==> config.mk <==
export PLATFORM = sky130hd
export DESIGN_NAME = fc_layer_sequencer
export DESIGN_NICKNAME = d
export VERILOG_FILES = /design/src/rtl/fc_seq_pkg.sv /design/src/rtl/fc_seq_delay_line.sv /design/src/rtl/fc_layer_sequencer.sv
export SDC_FILE = /design/constraint.sdc
export NUM_CORES = 1
export LEC_CHECK = 0
export CAP_MARGIN = 25
export CELL_PAD_IN_SITES_DETAIL_PLACEMENT = 1
export CELL_PAD_IN_SITES_GLOBAL_PLACEMENT = 1
export CORE_ASPECT_RATIO = 0.7
export CORE_MARGIN = 3
export CORE_UTILIZATION = 28
export CTS_CLUSTER_SIZE = 40
export DETAILED_ROUTE_END_ITERATION = 6
export GPL_TIMING_DRIVEN = 0
export PLACE_DENSITY = 0.81
export SLEW_MARGIN = 5
export SYNTH_ARGS = -nofsm -noshare
export SYNTH_HDL_FRONTEND = slang
export SYNTH_SLANG_ARGS = --single-unit
==> constraint.sdc <==
create_clock -name clock -period 1.9 [get_ports clock]
set_input_delay 0.19 -clock clock [delete_from_list [all_inputs] [get_ports clock]]
set_output_delay 0.19 -clock clock [all_outputs]
set_load 0.005 [all_outputs]
==> src/rtl/fc_seq_pkg.sv <==
// Shared types and helpers for the fully-connected layer sequencer.
package fc_seq_pkg;

  typedef enum logic [1:0] {
    IDLE  = 2'd0,
    ISSUE = 2'd1,
    DRAIN = 2'd2,
    DONE  = 2'd3
  } state_t;

  localparam int unsigned DEF_DATA_WIDTH = 16;
  localparam int unsigned DEF_PI         = 2;
  localparam int unsigned DEF_PO         = 2;
  localparam int unsigned DEF_INNEURON   = 8;
  localparam int unsigned DEF_OUTNEURON  = 4;
  localparam int unsigned DEF_RD_LAT     = 2;
  localparam int unsigned DEF_MAC_LAT    = 1;

  // Bit width able to index n items, never below one bit.
  function automatic int unsigned clog2w(input int unsigned n);
    return (n <= 32'd1) ? 32'd1 : 32'($clog2(n));
  endfunction

endpackage

==> src/rtl/fc_seq_delay_line.sv <==
// Enable-gated shift register that keeps beat tags aligned with delayed data.
module fc_seq_delay_line #(
  parameter int unsigned WIDTH = 1,
  parameter int unsigned DEPTH = 1
) (
  input  logic             clock,
  input  logic             reset,
  input  logic             en,
  input  logic [WIDTH-1:0] d,
  output logic [WIDTH-1:0] q
);

  logic [WIDTH-1:0] stage [DEPTH];

  always_ff @(posedge clock or posedge reset) begin
    if (reset) begin
      for (int i = 0; i < int'(DEPTH); i++) stage[i] <= '0;
    end else if (en) begin
      stage[0] <= d;
      for (int i = 1; i < int'(DEPTH); i++) stage[i] <= stage[i-1];
    end
  end

  assign q = stage[DEPTH-1];

endmodule

==> src/rtl/fc_layer_sequencer.sv <==
// Sequencer for one fully-connected layer: RAM read issue, MAC control,
// input-slice selection and one write strobe per output group.
module fc_layer_sequencer
  import fc_seq_pkg::*;
#(
  parameter int unsigned DATA_WIDTH = DEF_DATA_WIDTH,
  parameter int unsigned PI         = DEF_PI,
  parameter int unsigned PO         = DEF_PO,
  parameter int unsigned INNEURON   = DEF_INNEURON,
  parameter int unsigned OUTNEURON  = DEF_OUTNEURON,
  parameter int unsigned RD_LAT     = DEF_RD_LAT,
  parameter int unsigned MAC_LAT    = DEF_MAC_LAT,
  localparam int unsigned BEATS       = INNEURON / 2,
  localparam int unsigned SLICE_BEATS = BEATS / PI,
  localparam int unsigned GROUPS      = OUTNEURON / PO,
  localparam int unsigned AW          = clog2w(SLICE_BEATS * 2),
  localparam int unsigned WAW         = clog2w(GROUPS * BEATS),
  localparam int unsigned GW          = clog2w(GROUPS),
  localparam int unsigned SW          = clog2w(PI),
  localparam int unsigned SBW         = clog2w(SLICE_BEATS)
) (
  input  logic                     clock,
  input  logic                     reset,
  input  logic                     start,
  input  logic                     hold,
  output logic                     busy,
  output logic                     done,
  output logic                     in_rden,
  output logic [AW-1:0]            in_addr_a,
  output logic [AW-1:0]            in_addr_b,
  output logic                     w_rden,
  output logic [WAW-1:0]           w_addr,
  input  logic [DATA_WIDTH*PI-1:0] in_q_a_all,
  input  logic [DATA_WIDTH*PI-1:0] in_q_b_all,
  output logic [DATA_WIDTH-1:0]    in_q_a_mux,
  output logic [DATA_WIDTH-1:0]    in_q_b_mux,
  output logic                     mac_en,
  output logic                     accum_sload,
  output logic                     out_wren,
  output logic [GW-1:0]            out_addr
);

  typedef struct packed {
    logic          valid;
    logic          first;
    logic          last;
    logic [SW-1:0] slice;
    logic [GW-1:0] group;
  } tag_t;

  typedef struct packed {
    logic          valid;
    logic [GW-1:0] group;
  } wtag_t;

  state_t         state, state_nx;
  logic [SBW-1:0] sbeat;
  logic [SW-1:0]  slice;
  logic [GW-1:0]  group;
  logic [WAW-1:0] wbeat;
  logic           adv_c, start_acc_c, issue_c, first_c, last_c, group_last_c, final_write_c;
  logic           busy_nx, done_nx;
  tag_t           tag_nx, tag_q, tag_out;
  wtag_t          wtag_in, wtag_pend;

  assign adv_c         = ~hold;
  assign start_acc_c   = start && ((state == IDLE) || (state == DONE));
  assign first_c       = (sbeat == '0) && (slice == '0);
  assign last_c        = (sbeat == SBW'(SLICE_BEATS - 1)) && (slice == SW'(PI - 1));
  assign group_last_c  = (group == GW'(GROUPS - 1));
  assign final_write_c = out_wren && (out_addr == GW'(GROUPS - 1));
  assign tag_nx        = '{valid: issue_c, first: first_c, last: last_c, slice: slice, group: group};

  always_ff @(posedge clock or posedge reset) begin
    if (reset) state <= IDLE;
    else       state <= state_nx;
  end

  always_comb begin
    state_nx = state;
    issue_c  = 1'b0;
    busy_nx  = busy;
    done_nx  = done;
    case (state)
      IDLE, DONE: begin
        if (start) begin
          state_nx = ISSUE;
          busy_nx  = 1'b1;
          done_nx  = 1'b0;
        end
      end
      ISSUE: begin
        if (!hold) begin
          issue_c = 1'b1;
          if (last_c && group_last_c) state_nx = DRAIN;
        end
      end
      DRAIN: begin
        if (final_write_c) begin
          state_nx = DONE;
          busy_nx  = 1'b0;
          done_nx  = 1'b1;
        end
      end
      default: state_nx = IDLE;
    endcase
  end

  // Beat/slice/group counters and registered RAM read requests.
  always_ff @(posedge clock or posedge reset) begin
    if (reset) begin
      busy      <= 1'b0;
      done      <= 1'b0;
      in_rden   <= 1'b0;
      w_rden    <= 1'b0;
      in_addr_a <= '0;
      in_addr_b <= '0;
      w_addr    <= '0;
      sbeat     <= '0;
      slice     <= '0;
      group     <= '0;
      wbeat     <= '0;
    end else begin
      busy    <= busy_nx;
      done    <= done_nx;
      in_rden <= issue_c;
      w_rden  <= issue_c;
      if (start_acc_c) begin
        sbeat <= '0;
        slice <= '0;
        group <= '0;
        wbeat <= '0;
      end else if (issue_c) begin
        in_addr_a <= AW'({sbeat, 1'b0});
        in_addr_b <= AW'({sbeat, 1'b1});
        w_addr    <= wbeat;
        wbeat     <= (last_c && group_last_c) ? '0 : wbeat + WAW'(1);
        if (sbeat == SBW'(SLICE_BEATS - 1)) begin
          sbeat <= '0;
          if (slice == SW'(PI - 1)) begin
            slice <= '0;
            group <= group_last_c ? '0 : group + GW'(1);
          end else begin
            slice <= slice + SW'(1);
          end
        end else begin
          sbeat <= sbeat + SBW'(1);
        end
      end
    end
  end

  // The tag register sits beside rden; the delay line covers the RAM latency.
  always_ff @(posedge clock or posedge reset) begin
    if (reset)      tag_q <= '0;
    else if (adv_c) tag_q <= tag_nx;
  end

  fc_seq_delay_line #(.WIDTH($bits(tag_t)), .DEPTH(RD_LAT)) u_rd_align (
    .clock (clock),
    .reset (reset),
    .en    (adv_c),
    .d     (tag_q),
    .q     (tag_out)
  );

  assign mac_en      = tag_out.valid & adv_c;
  assign accum_sload = tag_out.valid & tag_out.first & adv_c;

  logic [DATA_WIDTH-1:0] q_a_sl [PI];
  logic [DATA_WIDTH-1:0] q_b_sl [PI];

  for (genvar i = 0; i < int'(PI); i++) begin : g_slice
    assign q_a_sl[i] = in_q_a_all[i*DATA_WIDTH +: DATA_WIDTH];
    assign q_b_sl[i] = in_q_b_all[i*DATA_WIDTH +: DATA_WIDTH];
  end

  assign in_q_a_mux = tag_out.valid ? q_a_sl[tag_out.slice] : '0;
  assign in_q_b_mux = tag_out.valid ? q_b_sl[tag_out.slice] : '0;

  // Last accumulate beat of a group schedules the write MAC_LAT unstalled cycles later.
  assign wtag_in = '{valid: tag_out.valid & tag_out.last, group: tag_out.group};

  if (MAC_LAT > 1) begin : g_mac_dl
    fc_seq_delay_line #(.WIDTH($bits(wtag_t)), .DEPTH(MAC_LAT - 1)) u_mac_align (
      .clock (clock),
      .reset (reset),
      .en    (adv_c),
      .d     (wtag_in),
      .q     (wtag_pend)
    );
  end else begin : g_mac_direct
    assign wtag_pend = wtag_in;
  end

  always_ff @(posedge clock or posedge reset) begin
    if (reset) begin
      out_wren <= 1'b0;
      out_addr <= '0;
    end else begin
      out_wren <= adv_c & wtag_pend.valid;
      if (adv_c && wtag_pend.valid) out_addr <= wtag_pend.group;
    end
  end

endmodule

==> metrics.md <==
| Metric | Value |
|---|---|
| Status | finished clean |
| Flop pwr share | 0.291 |
| H-tree levels | 2 |
| Post-synth EDFFs | 0 |
| Syn_area_per_cell | 10.9 sq um |
| Critical path peak fanout | 10 |
| DR vias/cell | 4.47 |
| Num CTS Buffers | 5 |
| Clk buf depth | 2 |
| FP Rows | 25 |
| CP required | 1.71 ns |
| Grt met3 use | 0.0446 |
| Detail Route Antenna Nets | 0 |
| Hold Crit Class | in -> async |
| Clk root buf | clkbuf_8 |
| Via count | 1797 |
| Min Tclk post-route | 1.80 ns |
| Met2 Use GR | 0.275 |
| Sw Pwr | 1.21 mW |
| Reg area | 827 sq um |
| RSZ-0062 raised after global routing | no |
| #FFs+latches synth | 33 |
| Layout filler cell count | 783 |
| Mapped Nets | approximately 260 |
| Synth warn | 0 |
| Gr busiest metal | met2 |
| Count of final setup violators | 0 |
| Main synth FF type | dfrtp_1 |
| Ports | 115 |
| Worst setup EP type | output port |
| Area delta synth->final | 66.5% |
| Detailed-router iteration count before antenna repair | 4 |
| Area of placed instances | 3300 sq um |
| Core area | about 6900 sq um |
| Max-Cap Viols | 0 |
| P_int | 2.32 mW |
| Slowest stage delay, CP | approximately 0.54 ns |
| Crit path DAT | about 1.6 ns |
| Kind of critical path | reg -> out |
| Post-layout net count | roughly 380 |
| Die Span Y | 77.2 um |
| Clock tree from TritonCTS | built |
| Met1 Resource Use GR | 0.174 |
| Worst Tran Pin Value | 0.559 ns |
| Share of total power in combinational logic | 0.565 |
| Register area share after synthesis | 0.407 |
| Die W | 108 um |
| GRT overflow | 0 |
| Crit path buf inv count | 2 |
| Critical Path Source Type | flip-flop |
| Post-route DRC violation count | 0 |
| Starting Density | 0.295 |
| Skew-Pair Late Insertion Delay | 0.28 ns |
| Layout cells sized above 1 | 0.153 |
| Reg-to-reg slack, setup | roughly 0.36 ns |
| IO Port Bufs | 113 |
| Fin area | approximately 3400 sq um |
| Average wire per standard cell | between 15 and 20 um |
| Reg clk slew, reported paths | 0.07 ns |
| Final Core Density | 0.491 |
| Worst path top cell family by delay | buffers and inverters |
| Setup_tns | 0 ns |
| Reg2Reg Depth | 6 |
| Slew Limit Headroom | 0.627 |
| Cell Area, Synth | 2030 sq um |
| Final clock skew | 0.00781 ns |
| Worst VDD drop | 318 uV |
| # Post-CTS Setup Buffers | 0 |
| Antenna diodes | 0 |
| Leakage | 1.55 nW |
| Most frequent cells in the layout | 84 x clkdlybuf4s50_1, 33 x nor2b_1, 32 x mux2i_1, 32 x dfrtp_1, 28 x dlygate4sd2_1 |
| Post-synth ARST share | 1.00 |
| WP depth | 3 |
| Iteration-0 DRC Markers | 60 |
| Clock power share | 0.143 |
| Power per Cell Area | 1050 nW/um^2 |
| Fmax | 555 MHz |
| GPL Wtd Cong | 0.790 |
| Max stage delay cell, worst path | clkdlybuf4s50_1 |
| Crit-path cells | clkbuf_2 > nor2b_1 > clkdlybuf4s50_1 |
| Final wirelength | a little over 6000 um |
| Leading cell type in the layout, fill and taps excluded | clkdlybuf4s50_1 |
| Vias in the first global route | 2060 |
| Sw Ratio | 0.343 |
| Clk sinks | 33 |
| DP Wirelength | 5110 um |
| Max-slew violations | 0 |
| Multi-input combinational cell area | between 1000 and 1500 sq um |
| Antenna violations before repair | 0 |
| Gr usage total | 0.152 |
| Tcrit/Tclk final | 0.948 |
| First-pass GRT wire length | 10000 um |
| Largest net degree at the start of global routing | 23 |
| Fin. Hold Viols | 0 |
| Post-synthesis cell type count | 39 |
| Cells after synthesis | about 190 |
| Die area | 8320 sq um |
-- Yosys cell counts, types with 2 or more instances --
| library cell | instances | area (sq um) |
|---|---|---|
| dfrtp_1 | 33 | 826 |
| nor2b_1 | 33 | 206 |
| mux2i_1 | 32 | 320 |
| mux2_2 | 12 | 135 |
| buf_4 | 9 | 67.6 |
| nand2_1 | 7 | 26.3 |
| inv_1 | 5 | 18.8 |
| mux2_4 | 5 | 75.1 |
| o21ai_0 | 5 | 25.0 |
| a21oi_1 | 4 | 20.0 |
| clkbuf_1 | 4 | 15.0 |
| ha_1 | 3 | 37.5 |
| nor2_1 | 3 | 11.3 |
| and2_1 | 2 | 12.5 |
| buf_2 | 2 | 10.0 |
| nand2_4 | 2 | 22.5 |
| nand3_1 | 2 | 10.0 |
| nand3b_1 | 2 | 15.0 |
-- power groups by stage --
stage / Clock, mW / Combinational (mW) / Sequential (mW)
after CTS: 0.517 / 2.05 / 1.03
after global routing: 0.547 / 2.19 / 1.06
after global placement: 0 / 2.08 / 1.03
after floorplan: 0 / 1.16 / 1.00
after detailed placement: 0 / 2.14 / 1.04
final: 0.506 / 2.00 / 1.03
-- through the flow --
step	std cells	setup WS [ns]	total power [mW]	hold WS, ns
after floorplan	186	0.567	2.16	0.319
after global placement	393	0.143	3.10	0.450
after detailed placement	394	0.141	3.18	0.451
after CTS	402	0.00157	3.59	0.299
after global routing	402	0.0156	3.80	0.325
final	402	0.0992	3.53	0.274
-- flip-flops by register name (all words and copies together) (netlist names), 2 cells and up --
register          count
w_addr                3
u_rd_align.stage      5
wbeat                 3
u_rd_align.q          5
state                 2
tag_q                 5
in_addr_b             2
-- cell type report --
cell class / count / share of cell area
repair buffers: 114 / 0.333
multi-input cells: 132 / 0.321
flip-flops and latches: 33 / 0.245
well taps: 94 / 0.0348
plain buffers: 15 / 0.0337
clock buffers: 6 / 0.0215
inverters: 6 / 0.00741
clock inverters: 2 / 0.00296
-- kinds of logic (layout without fill, tap and decap cells) --
family	after synthesis	in the layout	share of synthesized area
AOI/OAI and AO/OA	17	17	0.0506
muxes	49	49	0.262
other	1	1	0.00185
DFF	33	33	0.407
buffers and inverters	21	143	0.0580
xor gates and xnor gates	2	2	0.00864
and+or+nand+nor	60	60	0.194
adders and majority gates	3	3	0.0185
-- path summary, 6_finish.rpt --
check,startpoint,to
worst max-delay path,u_rd_align.q[4]$_DFFE_PP0N_,in_q_a_mux[15]
worst min-delay path,reset,out_addr$_DFFE_PP0P_
worst max register to register,state[1]$_DFFE_PP0P_,w_addr[0]$_DFFE_PP0P_
worst min register to register,in_addr_b[0]$_DFFE_PP0P_,in_addr_b[0]$_DFFE_PP0P_
max in group asynchronous,reset,u_rd_align.q[4]$_DFFE_PP0N_
min in group clock,in_addr_b[0]$_DFFE_PP0P_,in_addr_b[0]$_DFFE_PP0P_
-- metal layers --
layer	share of wire	wire, um
met5	0	0
met4	0.016	95
met3	0.052	315
met2	0.54	3280
met1	0.39	2360
-- timing repair --
item,in CTS,in global routing
hold buffers,0,0
gates cloned,0,0
endpoints found under the setup margin,30,2
resized for setup,36,2
Power figures use the tool's default switching activity.
